### src/rtl/uart_tx_fifo_pkg.sv
// Shared UART transmitter definitions: bus address,
// serializer state encodings and default bit timing.
package uart_tx_fifo_pkg;

  localparam logic [31:0] UART_ADDR = 32'h1000_0000;

  // 100 MHz / 115200 baud
  localparam int DEFAULT_CLKS_PER_BIT = 868;

  typedef enum logic [1:0] {
    TX_IDLE  = 2'd0,
    TX_START = 2'd1,
    TX_DATA  = 2'd2,
    TX_STOP  = 2'd3
  } tx_state_e;

endpackage

### src/rtl/uart_tx_fifo_sync_fifo.sv
// Byte FIFO with separately tracked occupancy count.
// Ports: clk, reset, push/push_data in; pop in;
//        pop_data (head, combinational), full, empty, count out.
module sync_fifo #(
  parameter int DEPTH = 16,
  parameter int PTR_W = 4
) (
  input  logic             clk,
  input  logic             reset,
  input  logic             push,
  input  logic [7:0]       push_data,
  input  logic             pop,
  output logic [7:0]       pop_data,
  output logic             full,
  output logic             empty,
  output logic [PTR_W:0]   count
);

  logic [7:0]       mem [DEPTH];
  logic [PTR_W-1:0] wr_ptr;
  logic [PTR_W-1:0] rd_ptr;
  logic             push_ok;
  logic             pop_ok;

  assign full     = (count == (PTR_W+1)'(DEPTH));
  assign empty    = (count == '0);
  assign push_ok  = push && !full;
  assign pop_ok   = pop && !empty;
  assign pop_data = mem[rd_ptr];

  always_ff @(posedge clk) begin
    if (push_ok) mem[wr_ptr] <= push_data;
  end

  always_ff @(posedge clk) begin
    if (reset) begin
      wr_ptr <= '0;
      rd_ptr <= '0;
      count  <= '0;
    end else begin
      if (push_ok) wr_ptr <= wr_ptr + 1'b1;
      if (pop_ok)  rd_ptr <= rd_ptr + 1'b1;
      if (push_ok && !pop_ok)
        count <= count + (PTR_W+1)'(1);
      else if (pop_ok && !push_ok)
        count <= count - (PTR_W+1)'(1);
    end
  end

endmodule

### src/rtl/uart_tx_fifo.sv
// Buffered 8N1 UART transmitter fed by CPU stores.
// Ports: clk, reset, wr_en, wr_data in; full, empty,
//   count, busy, uart_tx, overflow out. Defining
//   UART_TX_FIFO_OVF_EN makes overflow sticky on dropped
//   writes and adds the drop_cnt[7:0] output port.
module uart_tx_fifo
  import uart_tx_fifo_pkg::*;
#(
  parameter int CLKS_PER_BIT = DEFAULT_CLKS_PER_BIT,
  parameter int DEPTH        = 16,
  parameter int PTR_W        = 4
) (
  input  logic           clk,
  input  logic           reset,
  input  logic           wr_en,
  input  logic [7:0]     wr_data,
  output logic           full,
  output logic           empty,
  output logic [PTR_W:0] count,
  output logic           busy,
  output logic           uart_tx,
  output logic           overflow
`ifdef UART_TX_FIFO_OVF_EN
  ,
  output logic [7:0]     drop_cnt
`endif
);

  localparam int BW = $clog2(CLKS_PER_BIT);
  localparam logic [BW-1:0] BAUD_MAX =
    BW'(CLKS_PER_BIT - 1);

  tx_state_e     state;
  logic [BW-1:0] baud;
  logic [2:0]    bit_idx;
  logic [7:0]    shift;
  logic [7:0]    head;
  logic          pop;
  logic          baud_end;

  assign pop      = (state == TX_IDLE) && !empty;
  assign baud_end = (baud == BAUD_MAX);
  assign busy     = (state != TX_IDLE);

  sync_fifo #(
    .DEPTH (DEPTH),
    .PTR_W (PTR_W)
  ) u_fifo (
    .clk       (clk),
    .reset     (reset),
    .push      (wr_en),
    .push_data (wr_data),
    .pop       (pop),
    .pop_data  (head),
    .full      (full),
    .empty     (empty),
    .count     (count)
  );

  always_ff @(posedge clk) begin
    if (reset) begin
      state   <= TX_IDLE;
      baud    <= '0;
      bit_idx <= '0;
      shift   <= '0;
      uart_tx <= 1'b1;
    end else begin
      unique case (state)
        TX_IDLE: begin
          uart_tx <= 1'b1;
          if (!empty) begin
            shift   <= head;
            uart_tx <= 1'b0;
            baud    <= '0;
            state   <= TX_START;
          end
        end
        TX_START: begin
          if (baud_end) begin
            baud    <= '0;
            uart_tx <= shift[0];
            bit_idx <= '0;
            state   <= TX_DATA;
          end else begin
            baud <= baud + 1'b1;
          end
        end
        TX_DATA: begin
          if (baud_end) begin
            baud <= '0;
            if (bit_idx == 3'd7) begin
              uart_tx <= 1'b1;
              state   <= TX_STOP;
            end else begin
              // next bit is shift[1] before the shift lands
              shift   <= shift >> 1;
              uart_tx <= shift[1];
              bit_idx <= bit_idx + 1'b1;
            end
          end else begin
            baud <= baud + 1'b1;
          end
        end
        TX_STOP: begin
          if (baud_end) begin
            baud  <= '0;
            state <= TX_IDLE;
          end else begin
            baud <= baud + 1'b1;
          end
        end
        default: state <= TX_IDLE;
      endcase
    end
  end

`ifdef UART_TX_FIFO_OVF_EN
  always_ff @(posedge clk) begin
    if (reset) begin
      overflow <= 1'b0;
      drop_cnt <= '0;
    end else if (wr_en && full) begin
      overflow <= 1'b1;
      if (drop_cnt != 8'hFF)
        drop_cnt <= drop_cnt + 1'b1;
    end
  end
`else
  assign overflow = 1'b0;
`endif

endmodule

### config.mk
export PLATFORM = sky130hd
export DESIGN_NAME = uart_tx_fifo
export DESIGN_NICKNAME = d
export VERILOG_FILES = /design/src/rtl/uart_tx_fifo_pkg.sv /design/src/rtl/uart_tx_fifo_sync_fifo.sv /design/src/rtl/uart_tx_fifo.sv
export SDC_FILE = /design/constraint.sdc
export NUM_CORES = 1
export LEC_CHECK = 0
export BUFFER_PORTS_ARGS = -buffer_cell sky130_fd_sc_hd__buf_2
export CORE_MARGIN = 1.5
export CORE_UTILIZATION = 45
export DETAILED_ROUTE_END_ITERATION = 7
export GPL_TIMING_DRIVEN = 0
export HOLD_SLACK_MARGIN = 0.03
export MAX_ROUTING_LAYER = met4
export PLACE_DENSITY_LB_ADDON = 0.1
export SYNTH_ARGS = -nofsm -noshare
export SYNTH_HDL_FRONTEND = slang
export SYNTH_SLANG_ARGS = --single-unit
export TNS_END_PERCENT = 1
### constraint.sdc
create_clock -name clk -period 2.7 [get_ports clk]
set_input_delay 0.54 -clock clk [delete_from_list [all_inputs] [get_ports clk]]
set_output_delay 0.54 -clock clk [all_outputs]
set_load 0.01 [all_outputs]
# After elaboration in Yosys (flattened, before gate mapping)
# Memories as Yosys holds them, arrays and structs flattened. A register that Yosys moved wholly into a read port is not among the register bits.
# Cells that the tools add are included.
# W data, S select, Z words.
# word_totals
reg_bits	37
mem_bits_rw	128
output_inout_bits	10
mem_count	1
# memory_table
memory	depth	width	rd	rd_ports_with_merged_regs	wr	line_no	source
u_fifo.mem	16	8	1	1	1	uart_tx_fifo_sync_fifo.sv:19	logic [7:0] mem [DEPTH];
# classes
n_addsub	6
eq_ne	12
n_mux	28
n_reduce_logical	21
# ops
operator	n
$mux W8	3
$mux W10	2
$pmux W10 S2	1
$pmux W8 S2	1
$ne A2 B2 Y1 const B	6
$add A10 B1 Y10 const B	1
$eq A10 B10 Y1 const B	1
$mux W2	5
$mux W5	2
$mux W3	3
$add A4 B1 Y4 const B	2
$mux W4	2
$pmux W2 S4	1
$reduce_and A4 Y1	2
$reduce_bool A2 Y1	4
$mux W1	6
$pmux W3 S2	1
$add A5 B1 Y5 const B	1
$eq A5 B5 Y1 const B	1
$logic_and A1 B1 Y1	5
$logic_not A5 Y1	1
$reduce_and A5 Y1	1
$sub A5 B1 Y5 const B	1
$eq A2 B2 Y1 const B	2
9 further kinds	12

# Longest topological paths before layout
# depth
ltp_word	7
mapped_depth	12
mapped_depth_nobuf	11

# Modules after synthesis
# Synthesis repeated with hierarchy kept, for this count alone.
# unflattened
hier_cells	472
hier_area_um2	7120.6
# modules_own_cells
module	n_inst	cells_each	area_each_um2	seq_area_each_um2
sync_fifo	1	309	5716.7	4184.0
uart_tx_fifo	1	163	1403.8	480.5

# Worst setup path before layout
# OpenSTA, ideal clock, no wires.
# synth_timing
kind	register to register
startpoint	register u_fifo.count[0]
endpoint	register u_fifo.count[4]
arrival_ns	2.511
required_ns	2.579
setup_slack_ns	0.068
stages_incl_launch_ff	10
period_less_slack_ns	2.632
path_cell_list	dfxtp_1 -> nor4_1 -> a21boi_1 -> ha_1 -> inv_1 -> ha_1 -> a21o_1 -> a21oi_1 -> mux2i_1 -> mux2_2
# synth_via
word_cells_on_any_way	16
# synth_lines
item	line_no	source
start, declared	uart_tx_fifo_sync_fifo.sv:16	output logic [PTR_W:0] count
start signal, assigned	uart_tx_fifo_sync_fifo.sv:44	count <= count + (PTR_W+1)'(1);
start signal, assigned	uart_tx_fifo_sync_fifo.sv:46	count <= count - (PTR_W+1)'(1);
$eq A5 B5 Y1 (*)	uart_tx_fifo_sync_fifo.sv:25	assign full = (count == (PTR_W+1)'(DEPTH));
$logic_not A1 Y1 (*)	uart_tx_fifo_sync_fifo.sv:27	assign push_ok = push && !full;
$logic_and A1 B1 Y1 (*)	uart_tx_fifo_sync_fifo.sv:27	
via u_fifo.push_ok	uart_tx_fifo_sync_fifo.sv:22	logic push_ok;
$logic_not A1 Y1	uart_tx_fifo_sync_fifo.sv:45	else if (pop_ok && !push_ok)
$logic_and A1 B1 Y1	uart_tx_fifo_sync_fifo.sv:45	
$reduce_bool A2 Y1 (no source line)	--	
# The timed path passes the listed nets; every way through them passes the cells marked *. The select of a mux whose other input is x is not followed.
# A chain may end at the register's enable or synchronous reset.

# Worst setup path after layout
# layout_timing
startpoint	register u_fifo.count[3]
endpoint	register u_fifo.count[4]
# layout_via
elab_chain_len	7
word_cells_on_any_way	16
# layout_lines
item
branches (longest 7 deep; another with $sub A5 B1 Y5)
# Several ways; the timed one is not identified. The select of a mux whose other input is x is not followed.

==> flow_summary_export.csv <==
group,metric,value,unit
run_status,status,"finished clean",
floorplanning,start_util,46.4,%
sta,rsz0062_at_grt,"true",
layout,layout_commonest_cell,"edfxtp_1",
drt,drtIter0Drc,292,
worst_setup_path,cp_top_family,"multiplexers",
yosys,synth-seq-area-share,65.6,%
global_route,grt_usage,19.7,%
layout,mostFrequentLayoutCells,"edfxtp_1 (128), nor2_1 (48), dfxtp_1 (38), mux4_2 (32), buf_2 (26)",
clock_network,cts_root_buf,"clkbuf_16",
sta,period_share,97.9,%
worst_setup_path,critPathKind,"reg -> reg",
worst_setup_path,cp_data_arrival_time,2960,ps
floorplanning,die_h,129,um
yosys,synth_area_leaders,"edfxtp_1 (54%), dfxtp_1 (12%), mux4_2 (10%)",
clock_network,cts.sinks,169,
clock_network,tritoncts,"built",
power_and_ir_drop,p_total,7.84,mW
yosys,synth_nets,490,
power_and_ir_drop,power_frac_comb,28.7,%
power_and_ir_drop,ir_drop,0.000518,V
placement,io_buffers,18,
clock_network,clock_path_buffers,2,
layout,stdcell_area,8180,um^2
yosys,yosys_warnings,0,
power_and_ir_drop,power-per-cell-area,957,nW/um^2
worst_setup_path,path_cells,"nor4_4 > nand2b_1 > nand2_2 > ha_2 > inv_1 > ha_1 > a21o_1 > a21oi_2 > mux2i_1 > mux2_2",
sta,max_freq,378,MHz
yosys,ys_types,51,
worst_setup_path,crit_required,3020,ps
clock_network,htreeDepth,4,
drt,wl_per_cell,19.6,um
worst_setup_path,endpoint_kind,"register",
clock_network,numCtsBuffers,17,
floorplanning,die_area,16600,um^2
floorplanning,core_region_area,15300,um^2
drt,drt_first_pass_iters,5,
global_route,overflow,0,
power_and_ir_drop,intPower,5.35,mW
layout,final_util,53.4,%
yosys,async_flop_share,0,%
placement,dp_slack,-416,ps
yosys,synth_top_area_share,54.1,%
worst_hold_path,hp-start,"uart_tx$_SDFFE_PP1P_",
yosys,syn_avg_cell_area,15.5,um^2
yosys,ys_ff_latch,169,
layout,drive_gt1_share,24.7,%
yosys,post-synth-top-area-cell,"edfxtp_1",
global_route,antenna_found_initial,0,
worst_setup_path,worstSetupStartpoint,"u_fifo.count[3]$_SDFFE_PP0P_",
sta,worst_pin_slew,1080,ps
placement,post_dp_cell_area,7500,um^2
placement,routabilityCongestion,0.772,
worst_hold_path,hold_path_class,"reg -> reg",
layout,diodes,0,
floorplanning,io_pins,21,
drt,ant_nets,0,
worst_setup_path,reg2reg_from,"u_fifo.count[3]$_SDFFE_PP0P_",
clock_network,insertion_delay,430,ps
sta,fin_crit,2640,ps
drt,routed_wl,14200,um
global_route,grt_max_degree,19,
clock_network,cts_hold_buf,0,
clock_network,path_clk_slew,70,ps
sta,hold_viol,0,
floorplanning,core.rowCount,45,
power_and_ir_drop,p_leak,2.83,nW
power_and_ir_drop,p_sw,2.49,mW
sta,setup_violations,0,
run,drv_cap,0,
power_and_ir_drop,pwr-share-seq,39.8,%
sta,slew_viol_final,0,
placement,hpwl,9490,um
sta,fin_skew,8.99,ps
layout,area_growth,15.1,%
worst_setup_path,cp_num_buf_inv,1,
drt,drcViolationCount,0,
floorplanning,die_x,129,um
sta,fin_ws,57.0,ps
layout,layout.nets,531,
yosys,synth_edf_count,128,
yosys,syn_area,7110,um^2
worst_setup_path,crit_path_max_incr_delay,370,ps
worst_setup_path,crit_fanout,5,
global_route,grt_pass1_vias,4040,
power_and_ir_drop,swShare,31.7,%
drt,vias,3924,
power_and_ir_drop,pwr-share-clk,31.5,%
yosys,netlist_instances,460,
drt,routed_via_density,5.41,
sta,maxSlewHeadroom,27.6,%
yosys,synth-main-ff-cell,"edfxtp_1",
worst_setup_path,cp_slowest_cell,"nor4_4",
global_route,grt_pass1_wl,22600,um
worst_setup_path,start_kind,"register",
==> per-layer routing <==
metal | GRT usage (%) | wire, um
met4 | 7.14 | 215
met3 | 4.03 | 683
met5 | - | 0
met1 | 25.7 | 6510
met2 | 30.8 | 6810
==> kinds of logic (layout without fill, tap and decap cells) <==
family | count (synthesis) | after routing | share of synthesized area (%)
fa+ha+maj | 19 | 19 | 3.45
flops | 169 | 169 | 65.6
simple gates | 117 | 117 | 8.66
mux | 56 | 56 | 13.5
other cells | 1 | 1 | 0.0527
compound gates | 49 | 49 | 5.03
buf+inv | 38 | 92 | 2.31
xor+xnor | 11 | 11 | 1.36
==> sequential cells by signal, indices dropped and copies added (netlist names), named ones only <==
signal / cells
u_fifo.wr_ptr: 4
bit_idx: 3
u_fifo.count: 5
shift: 8
baud: 10
u_fifo.rd_ptr: 4
state: 2
uart_tx: 1
u_fifo.mem: 128
==> synthesized netlist by cell type, types with 6 or more instances <==
| cell | count |
|---|---|
| mux2i_1 | 22 |
| nand2_1 | 14 |
| buf_2 | 8 |
| dfxtp_1 | 41 |
| and3_1 | 6 |
| o21ai_0 | 8 |
| mux4_2 | 32 |
| or3_1 | 6 |
| edfxtp_1 | 128 |
| nor2_1 | 48 |
| nor3_1 | 8 |
| nand3_1 | 8 |
| xor2_1 | 8 |
| a21oi_1 | 10 |
| nand2b_1 | 8 |
| clkbuf_1 | 8 |
| a22o_1 | 6 |
| a22oi_1 | 6 |
| ha_1 | 18 |
| inv_1 | 18 |
==> power groups by stage <==
stage / combinational, mW / sequential, mW / clock [mW]
2_1_floorplan: 1.60 / 3.14 / 0
3_3_place_gp: 2.08 / 3.15 / 0
3_5_place_dp: 2.13 / 3.16 / 0
4_1_cts: 2.25 / 3.12 / 2.51
5_1_grt: 2.53 / 3.14 / 2.60
6_report: 2.25 / 3.12 / 2.47
==> worst register-to-register path: cells and delay by family (launching register included) <==
| family | cells | cell delay (ps) |
|---|---|---|
| multiplexers | 2 | 620 |
| AND/OR/NAND/NOR | 3 | 610 |
| adder cells (fa/ha/maj) | 2 | 510 |
| flip-flops | 1 | 360 |
| AO/OA/AOI/OAI | 2 | 330 |
| buffers and inverters | 1 | 100 |
==> timing repair <==
| action | in CTS | in global routing |
|---|---|---|
| endpoints found under the setup margin | 77 | 4 |
| resized for setup | 11 | 3 |
| setup buffers | 4 | 0 |
| pin swaps | 1 | 0 |
==> final timing paths <==
| kind | cells after the start | slack, ps | endpoint |
|---|---|---|---|
| max | 10 | 60 | u_fifo.count[4]$_SDFFE_PP0P_ |
| min | 1 | 480 | uart_tx$_SDFFE_PP1P_ |
| max reg2reg | 10 | 60 | u_fifo.count[4]$_SDFFE_PP0P_ |
| min reg2reg | 1 | 480 | uart_tx$_SDFFE_PP1P_ |
==> layout make-up <==
| class | instances | area, um^2 |
|---|---|---|
| Inverter | 18 | 71.3 |
| Sequential cell | 169 | 4670 |
| Multi-Input combinational cell | 253 | 2350 |
| Clock inverter | 13 | 131 |
| Buffer | 19 | 92.6 |
| Timing Repair Buffer | 23 | 131 |
| Fill cell | 1285 | 7130 |
| Tap cell | 211 | 264 |
| Clock buffer | 19 | 475 |
==> per-stage QoR <==
stage	hold slack, ps	TNS [ps]	std cells
after global placement	442	-19040	689
after detailed placement	456	-8910	690
final	478	0	725
after floorplan	454	0	460
after CTS	465	0	725
after global routing	477	-141	725
Note: power is estimated with default switching activity, not from simulation.
